`config.mk`:
```
export PLATFORM = sky130hd
export DESIGN_NAME = sync_fifo_flags
export DESIGN_NICKNAME = d
export VERILOG_FILES = /design/src/rtl/sync_fifo_flags.sv
export SDC_FILE = /design/constraint.sdc
export NUM_CORES = 1
export LEC_CHECK = 0
export ABC_CLOCK_PERIOD_IN_PS = 3680
export BUFFER_PORTS_ARGS = -buffer_cell sky130_fd_sc_hd__buf_2
export CORE_ASPECT_RATIO = 0.75
export CORE_UTILIZATION = 45
export DETAILED_ROUTE_END_ITERATION = 10
export SETUP_SLACK_MARGIN = 0.05
export SYNTH_ARGS = -nofsm -noshare
export SYNTH_HDL_FRONTEND = slang
export SYNTH_SLANG_ARGS = --single-unit
```
`constraint.sdc`:
```
create_clock -name clk -period 3.68 [get_ports clk]
set_input_delay 0.368 -clock clk [delete_from_list [all_inputs] [get_ports clk]]
set_output_delay 0.368 -clock clk [all_outputs]
set_load 0.02 [all_outputs]
```
`src/rtl/sync_fifo_flags.sv`:
```
// Single-clock FIFO with occupancy count, almost-full/almost-empty thresholds,
// sticky overflow/underflow flags and an optional first-word-fall-through read port.
module sync_fifo_flags #(
    parameter int DATA_WIDTH = 8,
    parameter int DEPTH      = 8,
    parameter int AF_THRESH  = DEPTH - 2,
    parameter int AE_THRESH  = 2,
    parameter bit FWFT       = 1'b0
) (
    input  logic                    clk,
    input  logic                    rst,
    input  logic                    wr_en,
    input  logic [DATA_WIDTH-1:0]   wr_data,
    input  logic                    rd_en,
    output logic [DATA_WIDTH-1:0]   rd_data,
    output logic                    rd_valid,
    output logic                    full,
    output logic                    empty,
    output logic                    almost_full,
    output logic                    almost_empty,
    output logic [$clog2(DEPTH):0]  count,
    output logic                    overflow,
    output logic                    underflow,
    input  logic                    clr_err
);

    localparam int AW = $clog2(DEPTH);
    localparam int CW = AW + 1;

    logic [DATA_WIDTH-1:0] mem_q [DEPTH];
    logic [AW-1:0]         wr_ptr_q, wr_ptr_d;
    logic [AW-1:0]         rd_ptr_q, rd_ptr_d;
    logic [CW-1:0]         count_q, count_d;
    logic                  overflow_q, overflow_d;
    logic                  underflow_q, underflow_d;
    logic                  wr_ok, rd_ok;

    assign full         = (count_q == CW'(DEPTH));
    assign empty        = (count_q == '0);
    assign almost_full  = (count_q >= CW'(AF_THRESH));
    assign almost_empty = (count_q <= CW'(AE_THRESH));
    assign count        = count_q;
    assign overflow     = overflow_q;
    assign underflow    = underflow_q;

    always_comb begin
        rd_ok    = rd_en & ~empty;
        // A read in the same cycle frees a slot, so a write to a full FIFO still lands.
        wr_ok    = wr_en & (~full | rd_ok);
        wr_ptr_d = wr_ptr_q;
        rd_ptr_d = rd_ptr_q;
        count_d  = count_q;
        if (wr_ok) wr_ptr_d = wr_ptr_q + 1'b1;
        if (rd_ok) rd_ptr_d = rd_ptr_q + 1'b1;
        if (wr_ok && !rd_ok)      count_d = count_q + 1'b1;
        else if (rd_ok && !wr_ok) count_d = count_q - 1'b1;
        overflow_d  = (wr_en & ~wr_ok) | (overflow_q & ~clr_err);
        underflow_d = (rd_en & empty)  | (underflow_q & ~clr_err);
    end

    always_ff @(posedge clk) begin
        if (rst) begin
            wr_ptr_q    <= '0;
            rd_ptr_q    <= '0;
            count_q     <= '0;
            overflow_q  <= 1'b0;
            underflow_q <= 1'b0;
        end else begin
            wr_ptr_q    <= wr_ptr_d;
            rd_ptr_q    <= rd_ptr_d;
            count_q     <= count_d;
            overflow_q  <= overflow_d;
            underflow_q <= underflow_d;
        end
    end

    always_ff @(posedge clk) begin
        if (!rst && wr_ok) mem_q[wr_ptr_q] <= wr_data;
    end

    if (FWFT) begin : g_fwft
        assign rd_data  = mem_q[rd_ptr_q];
        assign rd_valid = ~empty;
    end else begin : g_std
        logic [DATA_WIDTH-1:0] rd_data_q, rd_data_d;
        logic                  rd_valid_q, rd_valid_d;

        always_comb begin
            rd_data_d  = rd_data_q;
            rd_valid_d = rd_ok;
            if (rd_ok) rd_data_d = mem_q[rd_ptr_q];
        end

        always_ff @(posedge clk) begin
            if (rst) begin
                rd_data_q  <= '0;
                rd_valid_q <= 1'b0;
            end else begin
                rd_data_q  <= rd_data_d;
                rd_valid_q <= rd_valid_d;
            end
        end

        assign rd_data  = rd_data_q;
        assign rd_valid = rd_valid_q;
    end

endmodule

```
==> results.json <==
{
  "synth_compound_area_frac": 0.0426,
  "via_per_inst": 5.20,
  "met3_usage": 0.0611,
  "cts_tree": "built",
  "tritoncts.num_buffers": 9,
  "postCtsSetupRepairBufs": 0,
  "drive_above_1_share": 0.301,
  "grt_use_met1": 0.248,
  "gp_congestion": 0.776,
  "dieArea_um2": 7800,
  "cts-htree-levels": 3,
  "syn_area_um2": 3350,
  "outcome": "finished, final reports clean",
  "synth_edf_count": 64,
  "cts.repair.resized": 0,
  "crit_chain": "or4b_4, o21ai_4, inv_4, ha_1, inv_1, ha_1, a21oi_1, a211oi_1, a31oi_1, mux2_2",
  "synth_ff_type": "edfxtp_1",
  "remaining_drc_errors": 0,
  "grt_max_degree": 27,
  "synth_most_common_cell": "edfxtp_1",
  "row_count": 26,
  "power.density_nw_per_um2": 658,
  "first_pass_iters": 4,
  "grt_pass1_wl_um": 9500,
  "netlist-cell-type-count": 35,
  "route.vias.total": 1804,
  "maxSlewViolCount": 0,
  "rsz0062_at_grt": "false",
  "ys_warn_count": 0,
  "syn_avg_cell_area_um2": 16.3,
  "crit_path_frequent_cell": "ha_1",
  "hpwl_um": 3870,
  "gr-usage-met2": 0.251,
  "clk_pin_slew_ns": 0.08,
  "ant_nets": 0,
  "worst_slew_pin_slew_ns": 0.960,
  "ctsHoldBuffers": 0,
  "synth.area.top_cells": "edfxtp_1, dfxtp_1, mux4_2",
  "cts.path.max_buffers": 2,
  "grt_overflow": 0,
  "maxCapViolCount": 0,
  "die-width_um": 102,
  "port_buffers": 31,
  "synth_mux_area_frac": 0.117,
  "syn_nets": 225,
  "crit_type": "reg2reg",
  "finalHoldViolCount": 0,
  "clkLatencyLatePin_ns": 0.35,
  "path_buf_inv": 2,
  "finalCoreUtilization": 0.546,
  "slew_headroom": 0.358,
  "synth_top_area_frac": 0.574,
  "crit_fanout": 9,
  "setup_tns_ns": 0,
  "hold_class": "in2reg",
  "cpMaxStageDelayCell": "or4b_4",
  "post-route-period-util": 0.794,
  "synth_simple_gate_area_frac": 0.0781,
  "p_leak_nw": 1.33,
  "diodes": 0,
  "arrival_ns": 3.15,
  "min_period_ns": 2.92,
  "slowest_delay_ns": 0.60,
  "wirelength_um": 5960,
  "pin_count": 32,
  "startpoint_type": "flop",
  "start_util": 0.479,
  "fmax_mhz": 342,
  "synth_cells": 206,
  "grt_pass1_vias": 1766,
  "setup_viol": 0,
  "total_power_mw": 2.51,
  "fin_skew_ns": 0.0110,
  "antenna_found_initial": 0,
  "wire_per_inst_um": 17.2,
  "synth_fa_ha_area_frac": 0.0247,
  "ys_ff_latch": 85,
  "nNetsFinal": 263,
  "async_reset_ff_frac": 0,
  "yosys-top-cells-count": "edfxtp_1, nor2_1, dfxtp_1",
  "synth.largest_area_cell": "edfxtp_1",
  "cp-end-kind": "flop",
  "grtUsageTotal": 0.173,
  "areaGrowthSynthToFinish_pct": 14.0,
  "synth_top_family_by_area": "multiplexers",
  "grt.busiest_layer": "met2",
  "cp_data_required_time_ns": 3.91,
  "cp_top_family": "compound AO/OA/AOI/OAI gates",
  "core-area_um2": 6990,
  "clock-root-buffer": "clkbuf_8",
  "die_h_um": 76.7,
  "synth.yosys.seq_area_share": 0.699,
  "cts.sinks": 85,
  "irDropWorstVdd_uv": 251,
  "synth_xor_area_frac": 0.0179,
  "drt-initial-drc-count": 100
}
-- layout by cell type, fill, tap and decap left out, types with 2 or more instances in the layout --
| master | instances |
|---|---|
| a211oi_1 | 2 |
| a21oi_1 | 4 |
| buf_2 | 31 |
| buf_4 | 6 |
| clkbuf_1 | 3 |
| clkbuf_8 | 9 |
| clkinvlp_4 | 2 |
| dfxtp_1 | 21 |
| edfxtp_1 | 64 |
| ha_1 | 5 |
| inv_1 | 3 |
| mux2i_1 | 2 |
| mux4_2 | 16 |
| nand2_1 | 6 |
| nor2_1 | 28 |
| nor2b_1 | 3 |
| nor3_1 | 11 |
| o22ai_1 | 8 |
| xnor2_1 | 2 |
| xor2_1 | 3 |
-- area by class of cell --
cell class                      instances  area (µm²)
Tap cell                               98         123
Clock inverter                          4        50.0
Sequential cell                        85        2340
Timing Repair Buffer                   37         200
Inverter                                4        17.5
Fill cell                             607        3180
Multi-Input combinational cell        107         951
Clock buffer                           12         135
-- routing by layer --
metal | vias up | part of all wire | routed length, µm
met5 | - | 0 | 0
met4 | 0 | 0.0025 | 15
met3 | 2 | 0.065 | 389
met2 | 48 | 0.46 | 2740
met1 | 887 | 0.47 | 2820
li1 | 867 | - | -
-- report_power, final --
part | switching (mW) | total (mW) | internal, mW | leakage (nW)
clock network | 0.302 | 0.615 | 0.313 | 0.0866
registers | 0.0850 | 1.20 | 1.12 | 0.751
logic | 0.377 | 0.697 | 0.320 | 0.492
-- final timing paths --
kind,startpoint,end,slack [ns],cells after the start
max,count[1]$_SDFFE_PP0P_,count[3]$_SDFFE_PP0P_,0.76,10
max reg2reg,count[1]$_SDFFE_PP0P_,count[3]$_SDFFE_PP0P_,0.76,10
min,wr_data[0],mem_q[0][0]$_DFFE_PP_,0.29,1
min reg2reg,rd_data[1]$_SDFFE_PP0P_,rd_data[1]$_SDFFE_PP0P_,0.49,2
-- flip-flops by register name, indices dropped and copies added (netlist names) --
register and flops:
rd_ptr_q 3, mem_q 64, count 4, underflow 1, wr_ptr_q 3, overflow 1, rd_data 8, rd_valid 1
-- cell families after synthesis --
family,Yosys count
flip-flops,85
AND/OR/NAND/NOR,56
AO/OA/AOI/OAI,20
multiplexers,19
buffers and inverters,14
XOR/XNOR,6
adder cells (fa/ha/maj),6
-- stage by stage --
step	std cells	setup slack, ns	instance area [µm²]	hold slack [ns]
floorplan	206	0.919	3350	0.467
global placement	331	0.864	3630	0.474
detailed placement	331	0.813	3630	0.476
CTS	347	0.788	3820	0.275
global route	347	0.544	3820	0.276
finish	347	0.758	3820	0.291
Power figures use the tool's default switching activity.
